**src/rtl/gcd_pkg.sv**
```systemverilog
// Shared definitions for the gcd client: default operand width, FSM state
// type and the WAIT counter width helper.
package gcd_pkg;

    localparam int GCD_W = 32;

    typedef enum logic [1:0] {
        IDLE  = 2'd0,
        ISSUE = 2'd1,
        WAIT  = 2'd2,
        OUT   = 2'd3
    } gcd_client_state_t;

    // The WAIT counter is at least 16 bits and must hold TIMEOUT-1.
    function automatic int cnt_width(input int timeout);
        return ($clog2(timeout) > 16) ? $clog2(timeout) : 16;
    endfunction

endpackage

```
**src/rtl/gcd_req_fifo.sv**
```systemverilog
// Request queue for the gcd client: DEPTH entries of DW bits, synchronous
// reset, full/empty flags. Push while full and pop while empty are ignored.
module gcd_req_fifo #(
    parameter int DW    = 64,
    parameter int DEPTH = 4
) (
    input  logic          clk,
    input  logic          reset,
    input  logic          push,
    input  logic [DW-1:0] din,
    input  logic          pop,
    output logic [DW-1:0] dout,
    output logic          full,
    output logic          empty
);

    localparam int AW = $clog2(DEPTH);

    logic [DW-1:0] mem [DEPTH];
    logic [AW:0]   wptr;
    logic [AW:0]   rptr;
    logic          do_push;
    logic          do_pop;

    // Pointers carry one wrap bit so full and empty are distinguishable.
    assign empty   = (wptr == rptr);
    assign full    = (wptr[AW] != rptr[AW]) && (wptr[AW-1:0] == rptr[AW-1:0]);
    assign do_push = push & ~full;
    assign do_pop  = pop & ~empty;
    assign dout    = mem[rptr[AW-1:0]];

    // Pointer update; reset empties the queue.
    always_ff @(posedge clk) begin
        if (reset) begin
            wptr <= '0;
            rptr <= '0;
        end else begin
            if (do_push) wptr <= wptr + (AW+1)'(1);
            if (do_pop)  rptr <= rptr + (AW+1)'(1);
        end
    end

    // Storage write; contents need no reset since the pointers gate them.
    always_ff @(posedge clk) begin
        if (do_push) mem[wptr[AW-1:0]] <= din;
    end

endmodule

```
**src/rtl/gcd_client.sv**
```systemverilog
// Queues operand pairs, hands them one at a time to an external gcd unit,
// waits (with timeout) for its completion pulse and presents each result
// with a valid/ready handshake, in request order.
module gcd_client
    import gcd_pkg::*;
#(
    parameter int W       = GCD_W,
    parameter int DEPTH   = 4,
    parameter int TIMEOUT = 4096
) (
    input  logic         clk,
    input  logic         reset,
    input  logic         req_valid,
    output logic         req_ready,
    input  logic [W-1:0] req_a,
    input  logic [W-1:0] req_b,
    output logic         res_valid,
    input  logic         res_ready,
    output logic [W-1:0] res_a,
    output logic [W-1:0] res_b,
    output logic [W-1:0] res_gcd,
    output logic         res_err,
    output logic         gcd_start,
    output logic [W-1:0] gcd_a,
    output logic [W-1:0] gcd_b,
    input  logic         gcd_ready,
    input  logic         gcd_done_tick,
    input  logic [W-1:0] gcd_out
);

    localparam int            CW   = cnt_width(TIMEOUT);
    localparam logic [CW-1:0] LAST = CW'(TIMEOUT - 1);

    gcd_client_state_t state;
    logic [CW-1:0]     cnt;
    logic [2*W-1:0]    head;
    logic              full;
    logic              empty;
    logic              push;
    logic              pop;

    // req_ready is forced low while reset is held so nothing is accepted.
    assign req_ready = ~full & ~reset;
    assign push      = req_valid & req_ready;
    assign pop       = (state == IDLE) & ~empty & gcd_ready & ~reset;

    gcd_req_fifo #(
        .DW    (2 * W),
        .DEPTH (DEPTH)
    ) u_fifo (
        .clk   (clk),
        .reset (reset),
        .push  (push),
        .din   ({req_a, req_b}),
        .pop   (pop),
        .dout  (head),
        .full  (full),
        .empty (empty)
    );

    // Request sequencer: issue, wait with timeout, present result.
    always_ff @(posedge clk) begin
        if (reset) begin
            state     <= IDLE;
            cnt       <= '0;
            gcd_start <= 1'b0;
            gcd_a     <= '0;
            gcd_b     <= '0;
            res_valid <= 1'b0;
            res_err   <= 1'b0;
            res_a     <= '0;
            res_b     <= '0;
            res_gcd   <= '0;
        end else begin
            case (state)
                IDLE: begin
                    if (pop) begin
                        gcd_a     <= head[2*W-1:W];
                        gcd_b     <= head[W-1:0];
                        gcd_start <= 1'b1;
                        state     <= ISSUE;
                    end
                end
                ISSUE: begin
                    gcd_start <= 1'b0;
                    cnt       <= '0;
                    state     <= WAIT;
                end
                WAIT: begin
                    // A completion on the last counted cycle still wins.
                    if (gcd_done_tick) begin
                        res_gcd   <= gcd_out;
                        res_err   <= 1'b0;
                        res_a     <= gcd_a;
                        res_b     <= gcd_b;
                        res_valid <= 1'b1;
                        state     <= OUT;
                    end else if (cnt == LAST) begin
                        res_gcd   <= '0;
                        res_err   <= 1'b1;
                        res_a     <= gcd_a;
                        res_b     <= gcd_b;
                        res_valid <= 1'b1;
                        state     <= OUT;
                    end else begin
                        cnt <= cnt + CW'(1);
                    end
                end
                OUT: begin
                    if (res_ready) begin
                        res_valid <= 1'b0;
                        state     <= IDLE;
                    end
                end
                default: state <= IDLE;
            endcase
        end
    end

endmodule

```
**config.mk**
```make
export PLATFORM = sky130hd
export DESIGN_NAME = gcd_client
export DESIGN_NICKNAME = d
export VERILOG_FILES = /design/src/rtl/gcd_pkg.sv /design/src/rtl/gcd_req_fifo.sv /design/src/rtl/gcd_client.sv
export SDC_FILE = /design/constraint.sdc
export NUM_CORES = 1
export LEC_CHECK = 0
export ABC_AREA = 1
export BUFFER_PORTS_ARGS = -buffer_cell sky130_fd_sc_hd__buf_4
export CAP_MARGIN = 20
export CELL_PAD_IN_SITES_DETAIL_PLACEMENT = 1
export CELL_PAD_IN_SITES_GLOBAL_PLACEMENT = 1
export CORE_MARGIN = 2
export CORE_UTILIZATION = 25
export CTS_CLUSTER_SIZE = 16
export DETAILED_ROUTE_END_ITERATION = 8
export PLACE_DENSITY = 0.54
export SYNTH_ARGS = -nofsm -noshare
export SYNTH_HDL_FRONTEND = slang
export SYNTH_HIERARCHICAL = 1
export SYNTH_SLANG_ARGS = --single-unit
```
**constraint.sdc**
```tcl
create_clock -name clk -period 6.6 [get_ports clk]
set_input_delay 1.32 -clock clk [delete_from_list [all_inputs] [get_ports clk]]
set_output_delay 1.32 -clock clk [all_outputs]
set_load 0.02 [all_outputs]
```
==> run summary, run 1 <==
Worst-path cell chain: buf_4 -> nor3b_1 -> nand2_1 -> nor2_4 -> buf_4
Startpoint Class: input port
Clk network pwr share: 42.6%
Yosys cell types: 32
CTS Sinks: 445
Crit path from: reset
Max IR drop VDD: 190 µV
Grt total ovfl: 0
Root Driver: clkbuf_16
Initial core utilization: 25.1%
Worst Skew: 0.0201 ns
Maxcap violations: 0
Drt total wl: 51100 µm
Post-cts hold buffer count: 0
DP Wirelength: 32300 µm
Post-CTS setup buffer count: 0
Crit path time final: 3.55 ns
Synth Cell Area: 16800 µm²
Flops & latches, synth: 445
Clock latency on the worst-skew pair: 0.60 ns
Post-synth top flop: edfxtp_1
Chip Width: 263 µm
Die area: 69300 µm²
Crit path DAT: 3.79 ns
Syn Area/Cell: 10.5 µm²
FF-to-FF Start: u_fifo/wptr[0]
CP max stage delay: 0.73 ns
Synth top area share: 45.8%
Worst slew pin tran: 0.975 ns
Cell taking the most area after synthesis: edfxtp_1
Worst slew margin: 35.0%
Total negative setup slack: 0 ns
Worst path slowest cell: nor2_4
Sw Ratio: 25.7%
Per-cell routed wire length: 18.5 µm
Post-synth net total: 1713
Worst EP required: 6.84 ns
Max clock buf depth: 3
Final setup violation count: 0
Synth top area cells: edfxtp_1 46%, dfxtp_1 23%, nand2_1 8.9%, nor2_1 3.9%, a21oi_1 3.5%
First-pass GRT wire length: 78300 µm
Top cell by count, worst path: buf_4
Slew Limit Fails: 0
Routed via count: 12400
Core Util, Final: 31.8%
Initial antenna violation count: 9
Via/cell ratio: 4.50
Internal: 5.00 mW
Crit share post-route: 53.8%
H-tree levels: 2
Iteration-0 DRC count of the detailed router: 570
Setup crit end kind: flip-flop
Power Dens Cells: 317 nW/µm²
Layout cell share with drive strength beyond 1: 20.3%
Vias in the first global route: 12900
Leakage: 8.02 nW
Post-synth EDFFs: 256
Total core area: 66800 µm²
Nets: 1951
# placed instances: 2658
Top delay family on crit path: simple AND/OR/NAND/NOR gates
CTS tree: yes
Post-CTS resize count: 0
Worst min-delay path class: reg2reg
Pre-antenna DRT Iters: 4
P&R area growth vs syn: 26.4%
WP buf/inv: 2
Outcome: finished, final reports clean
GRT Overall Usage: 14.5%
CTS buffer count: 51
Psw: 1.73 mW
Non-Filler Instances: 2759
WS Path Type: in2reg
Die span in y: 263 µm
Placer Congestion: 0.737
PortBufs: 265
Logic pwr share: 10.7%
Worst Path Max Fanout: 28
IO Pins: 266
Hold path startpoint: res_b[1]
Hold Vio Cnt, Final: 0
Largest net degree at the start of global routing: 88
Max Freq: 0.282 GHz
Sequential Power Share: 46.7%
RSZ-0062 raised after global routing: false
Synth Warn #: 6
Fin Hold WS: 0.462 ns
Asr flop ratio synth: 0%
# DRC: 0
Post-synthesis sequential area ratio: 68.3%
Clock transition at path regs: 0.06 ns
Synth Instances: 1601
Final ANT Viol Nets: 0
Num rows: 95
==> cells in the mapped netlist (6+ instances only) <==
master      n
a21oi_1   116
dfxtp_1   189
ha_1       10
nand2_1   396
o22ai_1    64
nand3_1    91
o21ai_1    57
clkbuf_1   42
buf_1       6
buf_2      17
buf_6      25
nor2_1    173
edfxtp_1  256
o21ai_0    77
nand4_1     6
inv_1      45
==> sequential cells by signal, summed over array words and instances, names as in the netlist, 2 cells and up, named ones only <==
| name | cells |
|---|---|
| u_fifo/wptr | 3 |
| cnt | 16 |
| state | 2 |
| res_gcd | 32 |
| res_a | 32 |
| gcd_a | 32 |
| gcd_b | 32 |
| u_fifo/rptr | 3 |
| u_fifo/mem | 256 |
| res_b | 32 |
==> stage by stage <==
step	power, mW	cell area (µm²)	setup slack (ns)
after floorplan	3.60	16800	1.15
after global placement	3.92	19400	2.46
after detailed placement	3.94	19500	2.34
after CTS	6.86	21200	3.01
after global routing	7.04	21200	2.61
final	6.73	21200	3.05
==> kinds of logic after synthesis <==
family	after synthesis	synth area share, %
and+or+nand+nor	680	16.3
adders and majority gates	10	0.745
AOI/OAI and AO/OA	318	10.0
buffers and inverters	148	4.68
DFF	445	68.3
==> final timing paths <==
| kind | cells past startpoint | to | slack, ns |
|---|---|---|---|
| setup reg to reg | 11 | gcd_a[8] | 3.11 |
| hold reg to reg | 2 | res_b[1] | 0.46 |
| hold / removal | 2 | res_b[1] | 0.46 |
| setup / recovery | 5 | u_fifo/mem[0][16] | 3.05 |
==> placed cells by master, fill, tap and decap left out, types with 2 or more instances in the layout <==
cell type / count
a21oi_1: 116
buf_16: 2
buf_4: 280
bufinv_16: 4
clkbuf_1: 17
clkbuf_16: 53
clkbuf_8: 5
clkinv_1: 3
clkinv_2: 9
clkinv_4: 3
clkinvlp_4: 2
dfxtp_1: 187
diode_2: 4
edfxtp_1: 256
ha_1: 10
inv_1: 42
inv_2: 5
nand2_1: 396
nand2_2: 3
nand2_4: 2
nand3_1: 90
nand3_2: 2
nand4_1: 6
nor2_1: 170
nor2_4: 4
nor3_1: 4
o21ai_0: 77
o21ai_1: 57
o22ai_1: 64
==> power by group through the flow <==
| stage | Combinational (mW) | Clock (mW) | Sequential, mW |
|---|---|---|---|
| after CTS | 0.739 | 2.98 | 3.15 |
| after detailed placement | 0.737 | 0 | 3.20 |
| after global routing | 0.802 | 3.08 | 3.16 |
| final | 0.722 | 2.86 | 3.14 |
| after global placement | 0.720 | 0 | 3.20 |
| after floorplan | 0.344 | 0 | 3.26 |
==> area by class of cell <==
class / count / area (µm²)
clock buffers: 76 / 1460
fillers: 7511 / 45600
clock inverters: 20 / 253
inverters: 51 / 198
flip-flops and latches: 445 / 11500
well taps: 873 / 1090
diodes: 4 / 10.0
repair buffers: 282 / 2160
multi-input cells: 1008 / 4580
==> worst min-delay path, stage by stage, from the launching register on <==
cell and delay, ns:
dfxtp_1 0.31, nand2_1 0.06, a21oi_1 0.05
==> metal layers <==
metal / track usage, % / part of all wire [%] / vias to the layer above
met1: 18.4 / 45 / 6085
met2: 24.3 / 47 / 265
met3: 4.12 / 6.3 / 66
li1: - / - / 5982
met4: 3.81 / 1.6 / 10
met5: 0 / 0.15 / -
(Power assumes the default switching activity.)
==> run 2, diff against run 1 <==
--- a/config.mk
+++ b/config.mk
@@ -5,7 +5,7 @@
 export SDC_FILE = /design/constraint.sdc
 export NUM_CORES = 1
 export LEC_CHECK = 0
-export ABC_AREA = 1
+export ABC_AREA = 0
 export BUFFER_PORTS_ARGS = -buffer_cell sky130_fd_sc_hd__buf_4
 export CAP_MARGIN = 20
 export CELL_PAD_IN_SITES_DETAIL_PLACEMENT = 1
@@ -14,7 +14,7 @@
 export CORE_UTILIZATION = 25
 export CTS_CLUSTER_SIZE = 16
 export DETAILED_ROUTE_END_ITERATION = 8
-export PLACE_DENSITY = 0.54
+export PLACE_DENSITY = 0.52
 export SYNTH_ARGS = -nofsm -noshare
 export SYNTH_HDL_FRONTEND = slang
 export SYNTH_HIERARCHICAL = 1
==> constraint.sdc (replaced) <==
create_clock -name clk -period 3.5 [get_ports clk]
set_input_delay 0.7 -clock clk [delete_from_list [all_inputs] [get_ports clk]]
set_output_delay 0.7 -clock clk [all_outputs]
set_load 0.02 [all_outputs]
==> run 2 against run 1 <==
  * Combinational power is 110% higher
  * Critical path depth is 4 higher
  * Sequential share of layout area is 0.78 points lower
  * Synthesized cell count is 24% lower
  * Sequential cell count stayed put
  * Critical path type is now reg2reg
  * Critical endpoint is now u_fifo/mem[1][8]
==> run summary, run 2 <==
Post-cts hold buffer count: 0
Synth top area cells: edfxtp_1 46%, dfxtp_1 23%, mux4_2 8.6%, nand2_1 3.3%, o211ai_1 3.3%
Per-cell routed wire length: 21.1 µm
Post-CTS setup buffer count: 0
Nets: 1578
Post-synth net total: 1326
Routed via count: 11000
GRT Overall Usage: 14.3%
RSZ-0062 raised after global routing: false
Slew Limit Fails: 0
Post-synth EDFFs: 256
P&R area growth vs syn: 28.4%
H-tree levels: 2
IO Pins: 266
Synth Cell Area: 16800 µm²
CTS Sinks: 445
Die area: 69200 µm²
CTS buffer count: 50
Syn Area/Cell: 13.8 µm²
Startpoint Class: flip-flop
Initial antenna violation count: 8
CP endpoint: u_fifo/mem[1][8]
Num rows: 94
Most frequent cells in the layout: 287 x buf_4, 256 x edfxtp_1, 187 x dfxtp_1, 146 x nand2_1, 75 x nand3_1
Setup crit end kind: flip-flop
Total power: 13.0 mW
Layout cell share with drive strength beyond 1: 30.3%
Initial core utilization: 25.4%
Top cell by count, worst path: nor2_1
R2R Path End: u_fifo/mem[1][8]
Crit path time final: 2.98 ns
Final setup violation count: 0
Power Dens Cells: 601 nW/µm²
Worst slew margin: 40.6%
Crit path from: u_fifo/wptr[1]
WS Path Type: reg2reg
Synth Instances: 1214
R2R depth: 9
Worst Skew: 0.0199 ns
Clock transition at path regs: 0.07 ns
Most frequent cell after synthesis: edfxtp_1
Post-CTS resize count: 0
Yosys cell types: 54
Max FFs per register: 256
Post-synth top flop: edfxtp_1
Worst slew pin tran: 0.891 ns
Worst EP required: 3.76 ns
Synth Warn #: 6
Drt total wl: 50000 µm
Asr flop ratio synth: 0%
Grt total ovfl: 0
Flops & latches, synth: 445
# DRC: 0
CP max stage delay: 0.53 ns
Clock latency on the worst-skew pair: 0.59 ns
Final ANT Viol Nets: 0
FF-to-FF Start: u_fifo/wptr[1]
Total negative setup slack: 0 ns
Root Driver: clkbuf_16
Worst Path Max Fanout: 21
Total core area: 66100 µm²
Leakage: 7.35 nW
Crit share post-route: 85.1%
R2R setup slack: 0.52 ns
Max clock buf depth: 3
Worst min-delay path class: in2reg
Cell taking the most area after synthesis: edfxtp_1
Hold Vio Cnt, Final: 0
Largest net degree at the start of global routing: 92
Post-synth top cells: 256 x edfxtp_1, 189 x dfxtp_1, 147 x nand2_1, 75 x nand3_1, 74 x a21oi_1
PortBufs: 265
Max IR drop VDD: 311 µV
Worst path slowest cell: dfxtp_1
Synth top area share: 45.8%
Vias in the first global route: 11800
Max Freq: 0.336 GHz
Chip Width: 263 µm
DP Wirelength: 32300 µm
Placer Congestion: 0.744
CTS tree: yes
Maxcap violations: 0
Iteration-0 DRC count of the detailed router: 581
Crit path DAT: 3.24 ns
Via/cell ratio: 4.65
Post-synthesis sequential area ratio: 68.4%
Die span in y: 263 µm
First-pass GRT wire length: 76400 µm
Commonest non-fill, non-tap cell in the layout: buf_4
Worst-path cell chain: xnor2_1 -> nand2_1 -> nor2_1 -> nor2_1 -> and2_1 -> inv_1 -> a31oi_1 -> and2_4 -> buf_4
Outcome: finished, final reports clean
Pre-antenna DRT Iters: 4
run 2: routing by layer:
metal	vias up	routed length [µm]	GRT usage, %
met4	12	909	3.44
met2	281	23700	23.5
met5	-	69	0
met3	77	3350	4.40
met1	5528	22000	18.4
li1	5146	-	-
run 2: worst min-delay path by stage:
stage / from / to / slack, ns / depth (start not counted)
floorplan: state[1] / state[1] / 0.47 / 2
global placement: res_b[6] / res_b[6] / 0.46 / 2
detailed placement: res_b[21] / res_b[21] / 0.46 / 2
CTS: req_b[14] / u_fifo/mem[0][14] / 0.27 / 1
global route: req_a[24] / u_fifo/mem[0][56] / 0.28 / 1
finish: req_b[14] / u_fifo/mem[0][14] / 0.31 / 1
run 2: worst max-delay path, delay by kind of cell, from the launching register on:
family	cells	cell delay, ns
flip-flops	1	0.53
AO/OA/AOI/OAI	1	0.26
buffers and inverters	2	0.39
AND/OR/NAND/NOR	5	1.17
XOR/XNOR	1	0.29
run 2: kinds of logic (layout without fill, tap and decap cells):
logic type                 after synthesis  in the layout  synth area share [%]
DFF                                    445            445                  68.4
AOI/OAI and AO/OA                      277            277                  10.5
other                                    0              1                     0
adders and majority gates               10             10                 0.746
xor gates and xnor gates                 6              6                 0.313
muxes                                   69             69                  8.91
buffers and inverters                  109            403                  2.92
and+or+nand+nor                        298            298                  8.20
run 2: cell type report:
type,instances,area [µm²]
diodes,1,2.50
repair buffers,296,2330
inverters,13,50.0
multi-input cells,660,4870
clock inverters,24,270
clock buffers,70,1460
well taps,864,1080
flip-flops and latches,445,11500
fillers,7058,44600
run 2: where the power goes:
part	internal, mW	switching, mW
registers	5.77	0.214
logic	0.646	0.861
clock network	3.29	2.18
total	9.71	3.25
run 2: stage by stage:
step	utilization, %	hold WS, ns	area [µm²]	instances	setup slack [ns]
6_report	32.6	0.311	21500	2373	0.521
5_1_grt	32.6	0.279	21500	2372	0.321
2_1_floorplan	-	0.471	16800	1214	0.303
3_5_place_dp	30.0	0.463	19800	2278	0.556
4_1_cts	32.6	0.269	21500	2372	0.486
3_3_place_gp	30.0	0.458	19800	2277	0.538
==> run 3, diff against run 2 <==
--- a/config.mk
+++ b/config.mk
@@ -11,10 +11,10 @@
 export CELL_PAD_IN_SITES_DETAIL_PLACEMENT = 1
 export CELL_PAD_IN_SITES_GLOBAL_PLACEMENT = 1
 export CORE_MARGIN = 2
-export CORE_UTILIZATION = 25
+export CORE_UTILIZATION = 45
 export CTS_CLUSTER_SIZE = 16
 export DETAILED_ROUTE_END_ITERATION = 8
-export PLACE_DENSITY = 0.52
+export PLACE_DENSITY = 0.82
 export SYNTH_ARGS = -nofsm -noshare
 export SYNTH_HDL_FRONTEND = slang
 export SYNTH_HIERARCHICAL = 1
==> run 3 against run 2 <==
  * Via count up 3.6%
  * Routed wire length down 4.5%
  * Cell area down 3.8%
  * Sequential cell count unchanged
  * Register-to-register slack worse by 0.21 ns
  * Sequential power about the same
  * Critical path depth down 4
  * Total power down 5.7%
  * Final cell count down 17%
  * Maximum frequency down 6.8%
  * Critical path type is now reg2out
==> run summary, run 3 (synthesis gave the netlist of run 2 again) <==
Outcome: finished, final reports clean
Slew Limit Fails: 0
R2R depth: 9
Sw Ratio: 25.1%
Post-CTS setup buffer count: 0
Max clock buf depth: 3
RSZ-0062 raised after global routing: false
Nets: 1567
R2R setup slack: 0.31 ns
R2R Path End: u_fifo/mem[0][31]
Final ANT Viol Nets: 0
Worst slew margin: 32.4%
CTS tree: yes
Top delay family on crit path: XOR/XNOR gates
Total power: 12.2 mW
CTS buffer count: 46
Placer Congestion: 0.868
Psw: 3.07 mW
Chip Width: 197 µm
Worst-path cell chain: xnor2_1 -> nand2_1 -> nor2_1 -> nor2_1 -> buf_4
Power Dens Cells: 589 nW/µm²
Total negative setup slack: 0 ns
Top cell by count, worst path: nor2_1
CTS Sinks: 445
Vias in the first global route: 12200
Per-cell routed wire length: 24.3 µm
Max FFs per register: 256
Routed via count: 11400
Internal: 9.15 mW
Worst path slowest cell: xnor2_1
Most frequent cells in the layout: 281 x buf_4, 256 x edfxtp_1, 187 x dfxtp_1, 146 x nand2_1, 75 x nand3_1
Logic pwr share: 12.3%
IO Pins: 266
Leakage: 7.18 nW
Clk network pwr share: 38.7%
Root Driver: clkbuf_16
Maxcap violations: 0
Final setup violation count: 0
Worst EP required: 2.80 ns
Layout cell share with drive strength beyond 1: 29.4%
Die area: 38800 µm²
Startpoint Class: flip-flop
Worst Skew: 0.0240 ns
Fillers: 3605
WP buf/inv: 1
Grt total ovfl: 0
H-tree levels: 2
FF-to-FF Start: u_fifo/wptr[0]
Via/cell ratio: 5.82
Clock latency on the worst-skew pair: 0.57 ns
Drt total wl: 47700 µm
GRT Overall Usage: 24.6%
Hold path startpoint: req_b[19]
Clock transition at path regs: 0.06 ns
CP max stage delay: 0.73 ns
Largest net degree at the start of global routing: 75
Setup crit end kind: output pin
Crit share post-route: 91.4%
PortBufs: 265
Worst slew pin tran: 1.01 ns
First-pass GRT wire length: 72400 µm
Worst min-delay path class: in2reg
Commonest non-fill, non-tap cell in the layout: buf_4
Pre-antenna DRT Iters: 5
Iteration-0 DRC count of the detailed router: 891
Max Freq: 0.313 GHz
Worst Path Max Fanout: 8
# DRC: 0
Num rows: 70
Worst hold endpoint: u_fifo/mem[1][19]
WS Path Type: reg2out
DP Wirelength: 30400 µm
Crit path time final: 3.20 ns
Hold Vio Cnt, Final: 0
Initial core utilization: 45.7%
Initial antenna violation count: 5
Die span in y: 197 µm
Sequential Power Share: 49.0%
WHS Path Cells: 1
Max IR drop VDD: 347 µV
Crit path DAT: 2.50 ns
P&R area growth vs syn: 23.6%
Post-cts hold buffer count: 0
Post-CTS resize count: 0
Total core area: 36700 µm²
run 3: cell types whose count changed in the layout (fill, tap and decap cells not counted), moves of 2 or more:
cell | before | now
clkinv_1 | 4 | 8
clkinv_4 | 3 | 0
diode_2 | 1 | 5
clkinv_2 | 8 | 10
clkbuf_16 | 54 | 47
buf_4 | 287 | 281
clkinvlp_2 | 0 | 3
clkbuf_1 | 11 | 9
bufinv_16 | 5 | 3
run 3: metal layers:
layer	GRT usage, %	up-vias	part of all wire [%]
li1	-	5118	-
met1	30.6	5836	41
met2	41.6	396	49
met3	5.33	90	6.7
met4	10.3	2	3.0
met5	0	-	0.025
run 3: power by group through the flow:
stage	clock (mW)	sequential [mW]	combinational [mW]
global route	5.03	6.01	1.61
CTS	4.83	5.99	1.50
finish	4.73	5.98	1.50
global placement	0	6.08	1.43
detailed placement	0	6.09	1.49
floorplan	0	6.15	0.766
run 3: final cells by class:
type / instances / area (µm²) / area share, %
Tap cell: 468 / 586 / 2.83
Antenna cell: 5 / 12.5 / 0.0604
Clock inverter: 26 / 201 / 0.972
Inverter: 13 / 48.8 / 0.235
Sequential cell: 445 / 11500 / 55.4
Clock buffer: 59 / 1250 / 6.04
Multi-Input combinational cell: 660 / 4870 / 23.5
Timing Repair Buffer: 289 / 2280 / 11.0
run 3: worst max-delay path by stage:
stage	startpoint	to	slack [ns]	depth (start not counted)
final	u_fifo/wptr[0]	req_ready	0.30	5
after CTS	u_fifo/wptr[0]	req_ready	0.35	5
after floorplan	reset	u_fifo/mem[3][0]	0.30	5
after global routing	u_fifo/wptr[1]	u_fifo/mem[0][31]	0.04	9
after global placement	u_fifo/wptr[1]	u_fifo/mem[0][24]	0.68	9
after detailed placement	u_fifo/wptr[1]	u_fifo/mem[0][23]	0.45	9
run 3: metrics by stage:
step,worst slack [ns],std cells,hold slack (ns),cell area [µm²],utilization [%]
after floorplan,0.303,1214,0.471,16800,-
after global placement,0.682,1874,0.457,19200,52.4
after detailed placement,0.446,1874,0.463,19200,52.4
after CTS,0.355,1959,0.292,20700,56.4
after global routing,0.0415,1964,0.299,20700,56.5
final,0.303,1965,0.327,20700,56.5
